==> src/rtl/l1_pmem_arbiter_pkg.sv <==
// Shared types for the L1-to-L2 pmem arbiter.
// Latency: n/a (types only).
// Backpressure: n/a (types only).
package l1_pmem_arbiter_pkg;

  localparam int ADDR_WIDTH = 16;
  localparam int LINE_WIDTH = 128;

  typedef logic [ADDR_WIDTH-1:0] lc3b_word;
  typedef logic [LINE_WIDTH-1:0] pmem_L1_bus;

  typedef enum logic [1:0] {
    ST_IDLE    = 2'd0,
    ST_SERVE_I = 2'd1,
    ST_SERVE_D = 2'd2
  } arb_state_e;

  typedef enum logic {
    REQ_ICACHE = 1'b0,
    REQ_DCACHE = 1'b1
  } requester_e;

endpackage

==> src/rtl/l1_pmem_arbiter_control.sv <==
// Arbiter FSM: round-robin grant between icache and dcache, one L2 transaction at a time.
// Latency: grant on the IDLE sampling edge, SERVE state visible the following cycle.
// Backpressure: stays in SERVE until l2_resp; IDLE always lasts at least one cycle.
module l1_pmem_arbiter_control
  import l1_pmem_arbiter_pkg::*;
(
  input  logic       clk,
  input  logic       reset,
  input  logic       i_req,
  input  logic       i_d_req,
  input  logic       i_l2_resp,
  output arb_state_e o_state,
  output logic       o_grant_i,
  output logic       o_grant_d
);

  arb_state_e r_state;
  arb_state_e w_next_state;
  requester_e r_last_grant;
  logic       w_grant_i;
  logic       w_grant_d;

  // Next-state and grant decision; simultaneous requests go to whoever did not win last.
  always_comb begin
    w_next_state = r_state;
    w_grant_i    = 1'b0;
    w_grant_d    = 1'b0;
    case (r_state)
      ST_IDLE: begin
        if (i_req && i_d_req) begin
          if (r_last_grant == REQ_ICACHE) w_grant_d = 1'b1;
          else                            w_grant_i = 1'b1;
        end else if (i_d_req) begin
          w_grant_d = 1'b1;
        end else if (i_req) begin
          w_grant_i = 1'b1;
        end
        if (w_grant_d)      w_next_state = ST_SERVE_D;
        else if (w_grant_i) w_next_state = ST_SERVE_I;
      end
      ST_SERVE_I, ST_SERVE_D: begin
        if (i_l2_resp) w_next_state = ST_IDLE;
      end
      default: w_next_state = ST_IDLE;
    endcase
  end

  // State register and round-robin history; reset makes the dcache win the first tie.
  always_ff @(posedge clk) begin
    if (reset) begin
      r_state      <= ST_IDLE;
      r_last_grant <= REQ_ICACHE;
    end else begin
      r_state <= w_next_state;
      if (w_grant_i)      r_last_grant <= REQ_ICACHE;
      else if (w_grant_d) r_last_grant <= REQ_DCACHE;
    end
  end

  assign o_state   = r_state;
  assign o_grant_i = w_grant_i;
  assign o_grant_d = w_grant_d;

endmodule

==> src/rtl/l1_pmem_arbiter.sv <==
// Serialises icache/dcache line requests onto the single L2 port and routes the response back.
// Latency: 1 cycle request-to-strobe, then L2 latency; resp is combinational from l2_resp.
// Backpressure: L1 requests are held by the caches until their resp; one transaction in flight.
module l1_pmem_arbiter
  import l1_pmem_arbiter_pkg::*;
#(
  parameter int ADDR_WIDTH = l1_pmem_arbiter_pkg::ADDR_WIDTH,
  parameter int LINE_WIDTH = l1_pmem_arbiter_pkg::LINE_WIDTH
) (
  input  logic                  clk,
  input  logic                  reset,
  input  logic                  i_pmem_read,
  input  logic [ADDR_WIDTH-1:0] i_pmem_address,
  output logic [LINE_WIDTH-1:0] i_pmem_rdata,
  output logic                  i_pmem_resp,
  input  logic                  d_pmem_read,
  input  logic                  d_pmem_write,
  input  logic [ADDR_WIDTH-1:0] d_pmem_address,
  input  logic [LINE_WIDTH-1:0] d_pmem_wdata,
  output logic [LINE_WIDTH-1:0] d_pmem_rdata,
  output logic                  d_pmem_resp,
  output logic                  l2_read,
  output logic                  l2_write,
  output logic [ADDR_WIDTH-1:0] l2_address,
  output logic [LINE_WIDTH-1:0] l2_wdata,
  input  logic [LINE_WIDTH-1:0] l2_rdata,
  input  logic                  l2_resp
);

  arb_state_e            w_state;
  logic                  w_grant_i;
  logic                  w_grant_d;
  logic                  w_d_req;
  logic                  w_serve_i;
  logic                  w_serve_d;
  logic                  w_busy;
  logic [ADDR_WIDTH-1:0] r_addr;
  logic [LINE_WIDTH-1:0] r_wdata;
  logic                  r_write;

  assign w_d_req = d_pmem_read | d_pmem_write;

  l1_pmem_arbiter_control u_control (
    .clk       (clk),
    .reset     (reset),
    .i_req     (i_pmem_read),
    .i_d_req   (w_d_req),
    .i_l2_resp (l2_resp),
    .o_state   (w_state),
    .o_grant_i (w_grant_i),
    .o_grant_d (w_grant_d)
  );

  // Request register: snapshot of the winner's address/data/op taken on the grant edge,
  // so L1 inputs wandering during SERVE have no effect. A read+write dcache request is a write.
  always_ff @(posedge clk) begin
    if (reset) begin
      r_addr  <= '0;
      r_wdata <= '0;
      r_write <= 1'b0;
    end else if (w_grant_d) begin
      r_addr  <= d_pmem_address;
      r_wdata <= d_pmem_wdata;
      r_write <= d_pmem_write;
    end else if (w_grant_i) begin
      r_addr  <= i_pmem_address;
      r_wdata <= '0;
      r_write <= 1'b0;
    end
  end

  // Reset gates everything so an abandoned L2 response never reaches an L1 cache.
  assign w_serve_i = (w_state == ST_SERVE_I) && !reset;
  assign w_serve_d = (w_state == ST_SERVE_D) && !reset;
  assign w_busy    = w_serve_i | w_serve_d;

  assign l2_read    = w_busy & ~r_write;
  assign l2_write   = w_busy & r_write;
  assign l2_address = w_busy ? r_addr  : '0;
  assign l2_wdata   = w_busy ? r_wdata : '0;

  assign i_pmem_resp  = w_serve_i & l2_resp;
  assign d_pmem_resp  = w_serve_d & l2_resp;
  assign i_pmem_rdata = w_serve_i ? l2_rdata : '0;
  assign d_pmem_rdata = w_serve_d ? l2_rdata : '0;

  a_d_rd_wr_exclusive: assert property (@(posedge clk) disable iff (reset)
    !(d_pmem_read && d_pmem_write));

endmodule

==> config.mk <==
export PLATFORM = sky130hd
export DESIGN_NAME = l1_pmem_arbiter
export DESIGN_NICKNAME = d
export VERILOG_FILES = /design/src/rtl/l1_pmem_arbiter_pkg.sv /design/src/rtl/l1_pmem_arbiter_control.sv /design/src/rtl/l1_pmem_arbiter.sv
export SDC_FILE = /design/constraint.sdc
export NUM_CORES = 1
export LEC_CHECK = 0
export ABC_CLOCK_PERIOD_IN_PS = 4800
export CAP_MARGIN = 40
export CORE_AREA = 2 2 275 277
export DETAILED_ROUTE_END_ITERATION = 7
export DIE_AREA = 0 0 277 279
export GPL_ROUTABILITY_DRIVEN = 0
export SLEW_MARGIN = 25
export SYNTH_ARGS = -nofsm -noshare
export SYNTH_HDL_FRONTEND = slang
export SYNTH_SLANG_ARGS = --single-unit
export TNS_END_PERCENT = 5
==> constraint.sdc <==
create_clock -name clk -period 4.8 [get_ports clk]
set_clock_uncertainty 0.05 [all_clocks]
set_input_delay 0.48 -clock clk [delete_from_list [all_inputs] [get_ports clk]]
set_output_delay 0.48 -clock clk [all_outputs]
set_load 0.02 [all_outputs]
==> impl_metrics.env, run 1 <==
export IMPL_powerDensity_nw_per_um2=258.2
export IMPL_cts_buffers=17
export IMPL_cts_sinks=148
export IMPL_relSlewSlack=0.4908
export IMPL_setup_viol=0
export IMPL_switching_share=0.3273
export IMPL_cts_tree="yes"
export IMPL_grt_pass1_wl_mm=69.97
export IMPL_fmax_mhz=303.5
export IMPL_power_switching_uw=1368
export IMPL_drc=0
export IMPL_p_seq_frac=0.349
export IMPL_cts_htree_levels=4
export IMPL_crit_chain="inv_1, ha_1, nor2b_4, buf_12, and2_1, clkdlybuf4s50_1"
export IMPL_clockRootBuffer="clkbuf_16"
export IMPL_cp_end_kind="output port"
export IMPL_grt_start_max_net_pins=118
export IMPL_core_area_um2=74070
export IMPL_tightestPinTransition_ps=763.7
export IMPL_cpPeakStageDelay_ps=630
export IMPL_critical_path_arrival_ps=2760
export IMPL_yosysTopAreaCell="dfxtp_1"
export IMPL_min_period_over_period=0.6864
export IMPL_rr_endpoint="r_wdata[29]"
export IMPL_status="finished, final reports clean"
export IMPL_holdCritPathClass="register to register"
export IMPL_syn_nets=1138
export IMPL_crit_family="buffers and inverters"
export IMPL_min_from="r_wdata[78]"
export IMPL_finalHoldViolCount=0
export IMPL_nNetsFinal=1788
export IMPL_power_internal_uw=2811
export IMPL_drive_gt1_frac=0.03657
export IMPL_netlist_top_cells_count="and2_1, dfxtp_1, a22o_1, clkbuf_1, nor3_1"
export IMPL_via_per_inst=3.448
export IMPL_avgSynthCellArea_um2=9.162
export IMPL_r2r_slack_ps=2330
export IMPL_yosysSeqAreaShare=0.3845
export IMPL_cts_resized=0
export IMPL_syn_to_final_growth_pct=110.1
export IMPL_ant_nets=0
export IMPL_reg2reg_from="u_control.o_state[0]"
export IMPL_finalSetupTns_ps=0
export IMPL_floorplan_die_height_um=279
export IMPL_yosys_warnings=0
export IMPL_crit_path_max_fanout=117
export IMPL_async_flop_share=0
export IMPL_required_ps=4270
export IMPL_maxCapViolations=0
export IMPL_yosys_top_cells_area="dfxtp_1, and2_1, a22o_1"
export IMPL_die_w_um=277
export IMPL_reg2reg_depth=7
export IMPL_cts_max_path_buffers=2
export IMPL_io_pins=698
export IMPL_n_fill_cell=8149
export IMPL_ys_ff_latch=148
export IMPL_startpoint="u_control.o_state[0]"
export IMPL_yosysUniqueCellTypes=29
export IMPL_crit_buf_inv=3
export IMPL_die_area_um2=77280
export IMPL_dp_slack_ps=1737
export IMPL_rsz0062_at_grt="false"
export IMPL_ir_drop_mv=0.2116
export IMPL_post_drt_wl_per_cell_um=21.24
export IMPL_combPwrFrac=0.305
export IMPL_drv_slew=0
export IMPL_grt_usage=0.1304
export IMPL_cts_setup_buffers=0
export IMPL_drt_initial_drc_count=320
export IMPL_synth_most_common_cell="and2_1"
export IMPL_antenna_found_initial=43
export IMPL_p_clk_frac=0.346
export IMPL_cp_slowest_cell="clkdlybuf4s50_1"
export IMPL_synth_enable_flop_cells=0
export IMPL_place_hpwl_mm=44.24
export IMPL_whs_path_depth=1
export IMPL_min_period_ps=3295
export IMPL_io_buffers=697
export IMPL_dr_pass1_iters=4
export IMPL_crit_type="register to output port"
export IMPL_grt_pass1_vias=8357
export IMPL_synthFlopType="dfxtp_1"
export IMPL_clkLatencyLatePin_ps=440
export IMPL_fin_ws_ps=1505
export IMPL_start_util=0.1040
export IMPL_totalWireLength_mm=52.86
export IMPL_synth_cells=841
export IMPL_grt_overflow=0
export IMPL_synth_top_area_share=0.3845
export IMPL_holdPathEnd="r_wdata[78]"
export IMPL_cp_start_kind="register"
export IMPL_vias=8581
export IMPL_syn_area_um2=7705
export IMPL_clk_pin_slew_worst_paths_ps=90
export IMPL_p_leak_uw=0.005957
export IMPL_hold_buffers=0
export IMPL_rows=100
-- cell usage in the layout, fill, tap and decap left out, drive strengths merged, types with 4 or more instances in the layout --
cell type / n
a22o: 128
clkbuf: 18
o21ai: 4
inv: 8
buf: 17
diode: 16
nor2: 5
and2: 403
clkdlybuf4s50: 696
nor3: 34
dfxtp: 148
o32ai: 16
-- cell type report --
class / count / area [um^2] / area share
clock buffers: 18 / 429.2 / 0.02651
multi-input cells: 609 / 4188 / 0.2587
diodes: 16 / 40.04 / 0.002474
repair buffers: 713 / 7174 / 0.4432
inverters: 2 / 7.507 / 0.0004638
well taps: 969 / 1212 / 0.07490
flip-flops and latches: 148 / 2963 / 0.1830
clock inverters: 14 / 172.7 / 0.01067
-- stage by stage --
stage	area [um^2]	util	power (uW)	std cells	hold slack, ps
after floorplan	7705	-	2117	841	390.4
after global placement	15510	0.2094	2762	2439	402.0
after detailed placement	15520	0.2096	2771	2440	405.4
after CTS	16130	0.2177	4256	2472	425.9
after global routing	16150	0.2180	4391	2474	436.1
final	16190	0.2185	4179	2489	419.3
-- worst register-to-register path, stage by stage, from the launching register on --
cell and delay (ps):
dfxtp_1 370, inv_1 70, ha_1 270, o31a_1 130
buf_4 240, nor2_8 610, buf_4 450, a22o_1 210
-- flip-flops by register name (all words and copies together), names as in the netlist --
register / cells
r_addr: 16
r_wdata: 128
r_write: 1
u_control.o_state: 2
u_control.r_last_grant: 1
-- layer usage --
layer	routed length, um	global-route usage	up-vias
met5	57	0	-
met4	1403	0.03916	10
met3	3801	0.03514	77
met2	27110	0.2402	479
met1	20480	0.1455	3869
li1	-	-	4146
-- power groups by stage --
stage                     Combinational [uW]  Sequential [uW]  Clock [uW]
after floorplan                          661             1460           0
after global placement                  1280             1480           0
after detailed placement                1290             1480           0
after CTS                               1290             1460        1510
after global routing                    1360             1480        1560
final                                   1270             1460        1450
-- worst max path at each step --
stage | endpoint | slack (ps) | cells after the start
finish | d_pmem_rdata[106] | 1510 | 6
global route | d_pmem_rdata[91] | 1310 | 6
CTS | i_pmem_rdata[0] | 1260 | 6
detailed placement | i_pmem_rdata[0] | 1740 | 5
global placement | i_pmem_rdata[86] | 1800 | 5
floorplan | l2_wdata[100] | 2710 | 5
-- kinds of logic after synthesis --
| kind of cell | count (synthesis) | synth area share |
|---|---|---|
| buffers and inverters | 84 | 0.07454 |
| and+or+nand+nor | 450 | 0.3621 |
| adders and majority gates | 3 | 0.004872 |
| AOI/OAI and AO/OA | 156 | 0.1739 |
| DFF | 148 | 0.3845 |
Power figures use the tool's default switching activity.
==> run 2, diff against run 1 <==
--- a/config.mk
+++ b/config.mk
@@ -5,11 +5,11 @@
 export SDC_FILE = /design/constraint.sdc
 export NUM_CORES = 1
 export LEC_CHECK = 0
-export ABC_CLOCK_PERIOD_IN_PS = 4800
+export ABC_CLOCK_PERIOD_IN_PS = 3100
 export CAP_MARGIN = 40
-export CORE_AREA = 2 2 275 277
+export CORE_AREA = 2 2 268 270
 export DETAILED_ROUTE_END_ITERATION = 7
-export DIE_AREA = 0 0 277 279
+export DIE_AREA = 0 0 270 272
 export GPL_ROUTABILITY_DRIVEN = 0
 export SLEW_MARGIN = 25
 export SYNTH_ARGS = -nofsm -noshare
==> constraint.sdc (replaced) <==
create_clock -name clk -period 3.1 [get_ports clk]
set_clock_uncertainty 0.05 [all_clocks]
set_input_delay 0.31 -clock clk [delete_from_list [all_inputs] [get_ports clk]]
set_output_delay 0.31 -clock clk [all_outputs]
set_load 0.02 [all_outputs]
==> run 2 against run 1 <==
Net effect: non-clock buffer count increased by 4; via count increased by 1.2%; largest power group is now clock; routed wire length decreased by 21%; first-iteration DRC count increased by 0.94%; register-to-register slack got worse by 1200 ps; clock power increased by 63%; die area decreased by 5.0%.
==> impl_metrics.env, run 2 (synthesized netlist as in run 1, its figures left out) <==
export IMPL_status="finished, final reports clean"
export IMPL_switching_share=0.3135
export IMPL_core_area_um2=70750
export IMPL_drc=0
export IMPL_post_drt_wl_per_cell_um=17.03
export IMPL_critical_path_arrival_ps=2600
export IMPL_reg2reg_depth=6
export IMPL_final_cell_mix="clkdlybuf4s50_1, and2_1, dfxtp_1"
export IMPL_cp_end_kind="output port"
export IMPL_clkLatencyLatePin_ps=470
export IMPL_whs_ps=269.3
export IMPL_reg2reg_from="u_control.o_state[0]"
export IMPL_grt_pass1_vias=8905
export IMPL_grt_overflow=0
export IMPL_rr_endpoint="r_wdata[81]"
export IMPL_grt_start_max_net_pins=130
export IMPL_io_pins=698
export IMPL_holdCritPathClass="input pin to register"
export IMPL_crit_end="i_pmem_rdata[35]"
export IMPL_totalWireLength_mm=41.91
export IMPL_rsz0062_at_grt="false"
export IMPL_tightestPinTransition_ps=561.6
export IMPL_ir_drop_mv=0.3854
export IMPL_io_buffers=697
export IMPL_setup_viol=0
export IMPL_min_period_ps=2962
export IMPL_crit_type="register to output port"
export IMPL_cp_start_kind="register"
export IMPL_combPwrFrac=0.297
export IMPL_power_switching_uw=2067
export IMPL_required_ps=2740
export IMPL_drive_gt1_frac=0.04178
export IMPL_largest_reg_flops=128
export IMPL_start_util=0.1089
export IMPL_cp_slowest_cell="clkdlybuf4s50_1"
export IMPL_die_w_um=270
export IMPL_fmax_mhz=337.7
export IMPL_layout_commonest_cell="clkdlybuf4s50_1"
export IMPL_p_leak_uw=0.006019
export IMPL_dr_pass1_iters=4
export IMPL_grt_usage=0.1092
export IMPL_regMostFlops="r_wdata"
export IMPL_hold_buffers=0
export IMPL_clockRootBuffer="clkbuf_16"
export IMPL_clk_pin_slew_worst_paths_ps=70
export IMPL_finalSetupTns_ps=0
export IMPL_cts_resized=0
export IMPL_crit_chain="inv_1, ha_1, nor2b_4, buf_12, and2_1, clkdlybuf4s50_1"
export IMPL_finalHoldViolCount=0
export IMPL_nNetsFinal=1792
export IMPL_powerDensity_nw_per_um2=406.5
export IMPL_crit_path_max_fanout=129
export IMPL_power_internal_uw=4526
export IMPL_cts_htree_levels=4
export IMPL_cts_max_path_buffers=2
export IMPL_r2r_slack_ps=1100
export IMPL_place_hpwl_mm=33.43
export IMPL_ant_nets=0
export IMPL_p_seq_frac=0.345
export IMPL_antenna_found_initial=15
export IMPL_grt_pass1_wl_mm=59.42
export IMPL_floorplan_die_height_um=272
export IMPL_min_period_over_period=0.9553
export IMPL_startpoint="u_control.o_state[1]"
export IMPL_cts_tree="yes"
export IMPL_p_clk_frac=0.358
export IMPL_syn_to_final_growth_pct=110.5
export IMPL_rows=98
export IMPL_drt_initial_drc_count=323
export IMPL_cpPeakStageDelay_ps=650
export IMPL_cts_buffers=17
export IMPL_via_per_inst=3.530
export IMPL_drv_slew=0
export IMPL_relSlewSlack=0.6256
export IMPL_cts_sinks=148
export IMPL_vias=8683
export IMPL_die_area_um2=73440
export IMPL_maxCapViolations=0
run 2: cell count changes in the layout (fill, tap and decap cells not counted), sizes merged:
| cell | change |
|---|---|
| diode | -14 |
| buf | +7 |
| clkdlybuf4s50 | -3 |
| bufinv | +2 |
| clkinv | +2 |
| clkinvlp | -2 |
| clkbuf | -1 |
| inv | -1 |
run 2: power by group through the flow:
stage,logic [uW],registers (uW),clock network (uW)
detailed placement,1970,2310,0
finish,1960,2280,2360
floorplan,1020,2250,0
global route,2100,2300,2500
global placement,1930,2310,0
CTS,1980,2280,2450
run 2: cell type report:
type                       count  area [um^2]
fill                        7628        54530
timing repair buffer         717         7222
multi-input combinational    609         4188
sequential                   148         2963
tap                          950         1189
clock buffer                  17        425.4
clock inverter                15        221.5
inverter                       2        7.507
antenna                        2        5.005
run 2: worst min-delay path by stage:
stage / start / end / slack [ps] / cells past startpoint
2_1_floorplan: d_pmem_wdata[0] / r_wdata[0] / 390 / 1
3_3_place_gp: r_wdata[2] / r_wdata[2] / 400 / 1
3_5_place_dp: r_wdata[72] / r_wdata[72] / 410 / 1
4_1_cts: reset / r_addr[4] / 230 / 2
5_1_grt: reset / r_addr[12] / 260 / 2
6_report: reset / r_addr[4] / 270 / 2
run 2: worst max-delay path, delay by kind of cell (launching register included):
kind                       cells  cell delay (ps)
buffers and inverters          3             1010
and+or+nand+nor                2              460
DFF                            1              330
adders and majority gates      1              170
run 2: per-layer routing:
layer,GRT usage,up-vias,part of all wire
met5,0,-,0.0021
met3,0.04117,62,0.084
met1,0.1206,4023,0.40
met4,0.04035,14,0.028
met2,0.1902,437,0.49
li1,-,4147,-
run 2: what timing repair did:
| action | 4_1_cts | 5_1_grt |
|---|---|---|
| buffers inserted | 2 | 0 |
| hold endpoints to repair | 0 | 0 |
| setup endpoints to repair | 20 | 0 |
run 2: metrics by stage:
step	util	area (um^2)	power, uW	setup slack, ps	instances
floorplan	-	7705	3278	1284	841
global placement	0.2196	15540	4250	526.6	2423
detailed placement	0.2196	15540	4280	477.6	2423
CTS	0.2290	16200	6706	110.8	2457
global route	0.2292	16220	6903	9.385	2459
finish	0.2293	16220	6593	138.4	2460
